File: config.mk
export PLATFORM = sky130hd
export DESIGN_NAME = segment_press_driver
export DESIGN_NICKNAME = d
export VERILOG_FILES = /design/src/rtl/segment_press_driver.sv
export SDC_FILE = /design/constraint.sdc
export NUM_CORES = 1
export LEC_CHECK = 0
export CORE_MARGIN = 2
export CORE_UTILIZATION = 53
export DETAILED_ROUTE_END_ITERATION = 16
export PLACE_DENSITY = 0.79
export SYNTH_ARGS = -nofsm -noshare
export SYNTH_HDL_FRONTEND = slang
export SYNTH_SLANG_ARGS = --single-unit
File: constraint.sdc
create_clock -name clk -period 4.46 [get_ports clk]
set_clock_uncertainty 0.1 [all_clocks]
set_input_delay 0.892 -clock clk [delete_from_list [all_inputs] [get_ports clk]]
set_output_delay 0.892 -clock clk [all_outputs]
set_load 0.03 [all_outputs]
File: src/rtl/segment_press_driver.sv
// segment_press_driver
//   Drives the +/- buttons of a 7-segment display until it shows a requested digit.
//   The displayed pattern is registered once and decoded. A small FSM then presses
//   toward the target one step at a time, and re-checks after each press/gap window.
//
// Ports
//   clk          sole clock, rising edge
//   rst          asynchronous active-high reset
//   start        one-cycle command strobe, honoured only while idle
//   target[3:0]  requested digit, latched when a start is accepted
//   segment[6:0] active-low pattern read back from the display (bit 6 = g .. bit 0 = a)
//   button_plus  increment press request
//   button_minus decrement press request
//   digit[3:0]   last legally decoded digit
//   digit_valid  registered pattern is a legal digit
//   busy         command in progress
//   done         one-cycle pulse, display reached target
//   error        one-cycle pulse, command rejected or aborted
module segment_press_driver #(
  parameter int unsigned HOLD_CYCLES = 4,
  parameter int unsigned GAP_CYCLES  = 4,
  parameter int unsigned MAX_PRESSES = 12
) (
  input  logic       clk,
  input  logic       rst,
  input  logic       start,
  input  logic [3:0] target,
  input  logic [6:0] segment,
  output logic       button_plus,
  output logic       button_minus,
  output logic [3:0] digit,
  output logic       digit_valid,
  output logic       busy,
  output logic       done,
  output logic       error
);

  localparam int unsigned TimerMax = (HOLD_CYCLES > GAP_CYCLES) ? HOLD_CYCLES : GAP_CYCLES;
  localparam int unsigned TimerW   = (TimerMax > 1) ? $clog2(TimerMax) : 1;
  localparam int unsigned CountW   = (MAX_PRESSES > 0) ? $clog2(MAX_PRESSES + 1) : 1;

  localparam logic [TimerW-1:0] HoldLast = TimerW'(HOLD_CYCLES - 1);
  localparam logic [TimerW-1:0] GapLast  = TimerW'(GAP_CYCLES - 1);
  localparam logic [CountW-1:0] CountMax = CountW'(MAX_PRESSES);

  typedef enum logic [1:0] {StIdle, StCheck, StPress, StGap} state_e;

  state_e            state_q, state_d;
  logic [6:0]        seg_q;
  logic [3:0]        digit_hold_q;
  logic [3:0]        target_q, target_d;
  logic [CountW-1:0] cnt_q, cnt_d;
  logic [TimerW-1:0] timer_q, timer_d;
  logic              dir_q, dir_d;      // 1: plus, 0: minus
  logic              done_q, done_d;
  logic              error_q, error_d;

  logic [3:0]        dec_digit;
  logic              dec_valid;

  // Decode the registered pattern only; illegal patterns keep the last good digit.
  always_comb begin
    dec_valid = 1'b1;
    dec_digit = 4'd0;
    unique case (seg_q)
      7'b1000000: dec_digit = 4'd0;
      7'b1111001: dec_digit = 4'd1;
      7'b0100100: dec_digit = 4'd2;
      7'b0110000: dec_digit = 4'd3;
      7'b0011001: dec_digit = 4'd4;
      7'b0010010: dec_digit = 4'd5;
      7'b0000010: dec_digit = 4'd6;
      7'b1111000: dec_digit = 4'd7;
      7'b0000000: dec_digit = 4'd8;
      7'b0011000: dec_digit = 4'd9;
      default:    dec_valid = 1'b0;
    endcase
  end

  assign digit_valid = dec_valid;
  assign digit       = dec_valid ? dec_digit : digit_hold_q;

  always_comb begin
    state_d  = state_q;
    target_d = target_q;
    cnt_d    = cnt_q;
    timer_d  = timer_q;
    dir_d    = dir_q;
    done_d   = 1'b0;
    error_d  = 1'b0;
    unique case (state_q)
      StIdle: begin
        if (start) begin
          if (target <= 4'd9) begin
            target_d = target;
            cnt_d    = '0;
            state_d  = StCheck;
          end else begin
            error_d = 1'b1;
          end
        end
      end
      StCheck: begin
        if (!digit_valid) begin
          error_d = 1'b1;
          state_d = StIdle;
        end else if (digit == target_q) begin
          done_d  = 1'b1;
          state_d = StIdle;
        end else if (cnt_q == CountMax) begin
          error_d = 1'b1;
          state_d = StIdle;
        end else begin
          dir_d   = (digit < target_q);
          cnt_d   = cnt_q + CountW'(1);
          timer_d = '0;
          state_d = StPress;
        end
      end
      StPress: begin
        if (timer_q == HoldLast) begin
          timer_d = '0;
          state_d = StGap;
        end else begin
          timer_d = timer_q + TimerW'(1);
        end
      end
      StGap: begin
        if (timer_q == GapLast) begin
          timer_d = '0;
          state_d = StCheck;
        end else begin
          timer_d = timer_q + TimerW'(1);
        end
      end
      default: state_d = StIdle;
    endcase
  end

  always_ff @(posedge clk or posedge rst) begin
    if (rst) begin
      state_q      <= StIdle;
      seg_q        <= 7'b1111111;
      digit_hold_q <= 4'd0;
      target_q     <= 4'd0;
      cnt_q        <= '0;
      timer_q      <= '0;
      dir_q        <= 1'b0;
      done_q       <= 1'b0;
      error_q      <= 1'b0;
    end else begin
      state_q      <= state_d;
      seg_q        <= segment;
      digit_hold_q <= digit;
      target_q     <= target_d;
      cnt_q        <= cnt_d;
      timer_q      <= timer_d;
      dir_q        <= dir_d;
      done_q       <= done_d;
      error_q      <= error_d;
    end
  end

  // Buttons decode straight from the state register so reset drops them at once.
  assign button_plus  = (state_q == StPress) &&  dir_q;
  assign button_minus = (state_q == StPress) && !dir_q;
  assign busy         = (state_q != StIdle);
  assign done         = done_q;
  assign error        = error_q;

endmodule

# Yosys cells after proc, flatten, opt, wreduce, memory -nomap -nowiden
# Cells that the tools add are included.
[op_classes]
n_mux = 31
n_lt_le_gt_ge = 2
n_reduce_logical = 15
bitwise_logic = 2
n_eq_ne = 22
add_sub_neg = 2
[op_table]
columns = ["cell", "count"]
rows = [
  ["4-bit case mux with 9 select lines", 1],
  ["4-bit 2-to-1 mux", 6],
  ["2-bit 2-to-1 mux", 11],
  ["7-bit by 5-bit equality test with 1-bit output, second input constant", 3],
  ["7-bit equality test, second input constant", 3],
  ["7-bit by 6-bit equality test with 1-bit output, second input constant", 2],
  ["2-bit != test, second input constant", 7],
  ["4-bit AND reduction", 3],
  ["10-bit OR reduction", 1],
  ["1-bit 2-to-1 mux", 9],
  ["2-bit case mux with 4 select lines", 1],
  ["4-bit case mux with 2 select lines", 1],
  ["7-bit by 2-bit equality test with 1-bit output, second input constant", 1],
  ["7-bit logical NOT", 1],
  ["2-bit equality test, second input constant", 3],
  ["6-bit AND reduction", 1],
  ["2-bit nonzero test", 3],
  ["4-bit by 1-bit adder with 4-bit output, second input constant", 1],
  ["4-bit equality test", 1],
  ["4-bit equality test, second input constant", 1],
  ["4-bit less-or-equal comparator, second input constant", 1],
  ["4-bit < comparator", 1],
  ["2-bit case mux with 2 select lines", 1],
  ["3-bit AND reduction", 1],
  ["8 further kinds", 10],
]
[word_totals]
in_bits = 14
out_inout_bits = 10
ff_bits = 26
wordCells = 83

# Depth between registers and ports, before layout
[depth]
word_depth = 8
depth_mapped = 12
depth_no_buf = 11

# Least setup slack after synthesis
# OpenSTA, ideal clock, no wires.
[synth_timing]
kind = "flip-flop to flip-flop"
start = "register seg_q[4]"
end = "register cnt_q[0]"
stages_incl_launch_ff = 13
n_path_buf = 1
t_arrival_ps = 3221
setup_time_ps = 79
slack_ps = 1059
t_required_ps = 4281
synth_period_minus_slack_ps = 3401
path_cell_list = "dfstp_2 buf_2 xnor2_1 nor4_2 or4_4 nor2_4 o2bb2ai_1 ha_1 nand4_1 nand3_1 a211oi_1 o21ai_0 mux2i_1"
[synth_between]
elab_chain_len = 7
word_cells_on_any_way = 18
classes_between = "12 x eq/ne; 3 x mux; 3 x reduce/logical"
[synth_lines]
columns = ["item", "line_no", "source"]
rows = [
  ["start, declared", "49", "logic [6:0] seg_q;"],
  ["start signal, assigned", "153", "seg_q <= segment;"],
  ["7-bit by 5-bit equality test with 1-bit output (tied with other cells)", "65", "unique case (seg_q)"],
  ["10-bit OR reduction (no line)", "-", ""],
  ["1-bit 2-to-1 mux", "65", ""],
  ["4-bit 2-to-1 mux *", "81", "assign digit = dec_valid ? dec_digit : digit_hold_q;"],
  ["net digit[1]", "31", "output logic [3:0] digit,"],
  ["4-bit equality test *", "107", "end else if (digit == target_q) begin"],
  ["2-bit != test (no line) *", "-", ""],
  ["6-bit AND reduction (no line) *", "-", ""],
  ["end signal, assigned", "156", "cnt_q <= cnt_d;"],
  ["end, declared", "52", "logic [CountW-1:0] cnt_q, cnt_d;"],
]
# The timed path passes the listed nets; every way through them passes the cells marked *.
# A chain may end at the register's enable or synchronous reset.

# Worst setup path after layout
[layout_timing]
start = "register seg_q[1]"
end = "output digit[1]"
[layout_between]
elab_chain_len = 4
word_cells_on_any_way = 14
classes_between = "9 x eq/ne; 3 x mux; 2 x reduce/logical"
[layout_lines]
columns = ["item", "line_no"]
rows = [
  ["7-bit by 5-bit equality test with 1-bit output (tied with other cells)", "65"],
  ["10-bit OR reduction (no line)", "-"],
  ["1-bit 2-to-1 mux", "65"],
  ["4-bit 2-to-1 mux *", "81"],
  ["end, declared", "31"],
]
# Every way passes the cells marked *; elsewhere a longest branch is shown, timed or not.

==> impl_metrics.csv <==
group,metric,value,unit
outcome,run_status,"finished with violations",
outcome,violations,"design-rule violations",
synthesis,async_flop_share,100,%
floorplanning,die_x,58.7,µm
detailed_routing,drt_wl_total,3190,µm
critical_path,cp-start-kind,"flop",
sta,report.final.hold_viol_count,0,
final_layout,drive_above_1_share,15.3,%
critical_path,cp.depth,6,
detailed_routing,dr_total_vias,1266,
detailed_routing,drc,1,
final_layout,final_util,66.4,%
clocking,cts_max_path_buffers,2,
pwr,power.density,494,nW/µm²
placed_design,io_buffers,23,
sta,fin_setup_tns,0,ps
sta,fin_crit,3950,ps
clocking,numCtsBuffers,3,
critical_path,crit_slowest_cell,"clkdlybuf4s50_1",
synthesis,seq_area_frac_synth,41.6,%
detailed_routing,drtIter0Drc,52,
critical_path,reg2regPathDepth,11,
synthesis,ys.warnings.count,0,
synthesis,syn_area_per_cell,10.2,µm²
synthesis,synth-edff-count,0,
clocking,ctsHtreeMaxLevel,1,
grt,grt_remaining_overflow,0,
critical_path,end_kind,"primary output",
clocking,cts_setup_buffers,0,
synthesis,ys.flop_type,"dfrtp_1",
final_layout,area_delta_synth_final,17.4,%
sta,tightestPinTransition,952,ps
clocking,clock-sinks,26,
final_layout,antenna_cells,0,
detailed_routing,first_pass_iters,10,
critical_path,path_cells,"nand4bb_1 > nor2_1 > or4_4 > nor2_4 > o2bb2ai_1 > clkdlybuf4s50_1",
sta,rsz0062_at_grt,"no",
sta,setup_violations,0,
sta,maxSlewHeadroom,36.5,%
grt,grt_max_degree,27,
critical_path,crit_start,"seg_q[1]",
placed_design,gp_congestion,0.811,
pwr,p_leak,0.798,nW
clocking,cts_hold_buffers,0,
synthesis,synthCells,155,
critical_path,crit_family,"simple AND/OR/NAND/NOR gates",
detailed_routing,routed_via_density,6.09,
clocking,clk_pin_slew,140,ps
critical_path,critical_path_class,"reg -> out",
sta,final_max_slew_viol_count,0,
critical_path,crit_buf_inv,1,
hold_path,hold_class,"reg -> reg",
synthesis,syn_nets,181,
clocking,clockRootBuffer,"clkbuf_4",
placed_design,dp.cells,204,
placed_design,dp_hpwl,2500,µm
critical_path,cp_max_fo,9,
floorplanning,die-area,3450,µm²
critical_path,cpPeakStageDelay,730,ps
synthesis,synth_area,1590,µm²
pwr,ir_worst_vdd,0.355,mV
job,drv_cap,0,
floorplanning,ioPinCount,24,
synthesis,synth_cell_types,54,
sta,fin_crit_sh,88.6,%
grt,grt_first_pass_wirelength,5400,µm
final_layout,final_cell_area,1860,µm²
clocking,cts_resized,0,
detailed_routing,antenna_left,0,
critical_path,r2r-start,"seg_q[4]",
critical_path,cp_data_required_time,3470,ps
critical_path,rr_endpoint,"cnt_q[0]",
grt,track_usage,20.2,%
grt,grt_pass1_vias,1277,
clocking,cts_tree,"built",
floorplanning,die_h,58.7,µm
critical_path,worstPathArrival,2960,ps
final_layout,final_cell_mix,"clkdlybuf4s50_1 (23), dfrtp_1 (19), inv_1 (12), ha_1 (12), nand2_1 (11)",
detailed_routing,wire_per_inst,15.3,µm
floorplanning,core_area,2810,µm²
critical_path,crit_end,"digit[1]",
floorplanning,rows,19,
final_layout,final_common_cell,"clkdlybuf4s50_1",
clocking,clock_latency,320,ps
grt,antenna_found_initial,0,
sta,fmax,253,MHz
final_layout,final_nets,204,
placed_design,dpl_cell_area,1830,µm²
critical_path,regToRegSetupSlack,850,ps
synthesis,synth_seq_cells,26,
floorplanning,start_util,56.6,%
final_layout,fin_cells,208,
cells in the mapped netlist, types with 2 or more instances:
master	count	area share, %
nand2b_1	2	0.79
dfstp_2	7	12
nor2_1	6	1.4
nor4_2	2	1.6
o31ai_1	2	0.95
buf_4	2	0.95
nand3_1	5	1.6
dfrtp_1	19	30
nor4b_1	2	1.1
a21oi_1	5	1.6
buf_2	3	0.95
o21ai_0	8	2.5
nand2_1	11	2.6
o22a_1	2	1.1
a32o_1	2	1.3
nor2b_1	5	2.0
or4_4	2	1.4
nor3b_1	2	0.95
ha_1	12	9.5
inv_1	12	2.8
nor3_1	5	1.6
o211ai_1	3	1.4
mux2i_1	4	2.5
o2bb2ai_1	2	1.1
per-layer routing:
| layer | GRT usage (%) | part of all wire [%] |
|---|---|---|
| met2 | 35.8 | 50 |
| met3 | 2.86 | 5.0 |
| met1 | 25.2 | 43 |
| met4 | 6.82 | 1.5 |
| met5 | 0 | 0 |
worst min-delay path by stage:
stage,endpoint,slack (ps),start,cells past startpoint
2_1_floorplan,target_q[3],360,target_q[3],1
3_3_place_gp,target_q[3],380,target_q[3],1
3_5_place_dp,dir_q,410,dir_q,1
4_1_cts,dir_q,440,dir_q,1
5_1_grt,target_q[3],460,target_q[3],1
6_report,target_q[3],440,target_q[3],1
flip-flops by register name, summed over array words and instances (netlist names):
| register | cells |
|---|---|
| cnt_q | 4 |
| digit_hold_q | 4 |
| dir_q | 1 |
| done | 1 |
| error | 1 |
| seg_q | 7 |
| state_q | 2 |
| target_q | 4 |
| timer_q | 2 |
area by class of cell:
class | instances | area, µm²
Tap cell | 31 | 38.8
Fill cell | 231 | 943
Clock buffer | 4 | 36.3
Inverter | 13 | 48.8
Multi-Input combinational cell | 111 | 848
Timing Repair Buffer | 23 | 230
Sequential cell | 26 | 659
cell families (layout without fill, tap and decap cells):
logic type | count (synthesis) | in the layout | synth area share (%)
flip-flops | 26 | 26 | 41.6
AO/OA/AOI/OAI | 36 | 36 | 16.0
AND/OR/NAND/NOR | 55 | 55 | 22.9
buffers and inverters | 18 | 40 | 4.97
multiplexers | 6 | 6 | 3.94
adder cells (fa/ha/maj) | 12 | 12 | 9.46
XOR/XNOR | 2 | 2 | 1.10
per-stage QoR:
step / power (W) / setup WS (ps) / hold WS [ps]
2_1_floorplan: 0.000666 / 1060 / 360
3_3_place_gp: 0.000770 / 963 / 376
3_5_place_dp: 0.000802 / 899 / 407
4_1_cts: 0.000921 / 514 / 438
5_1_grt: 0.000993 / 359 / 459
6_report: 0.000920 / 507 / 436
power breakdown:
| group | leakage, nW | switching, W | internal [W] | total [W] |
|---|---|---|---|---|
| sequential | 0.312 | 0.0000527 | 0.000309 | 0.000361 |
| clock | 0.0210 | 0.0000726 | 0.0000500 | 0.000123 |
| combinational | 0.466 | 0.000249 | 0.000187 | 0.000436 |
worst register-to-register path, stage by stage (launching register included):
cell,delay [ps]
dfstp_2,660
nand4bb_1,190
nor4b_1,620
or3_2,290
nor2_4,70
a2bb2oi_1,200
ha_1,260
nand4_1,180
nand3_1,180
a211oi_1,420
o21ai_0,220
mux2i_1,170
No activity file was read; power rests on OpenSTA's default activity.
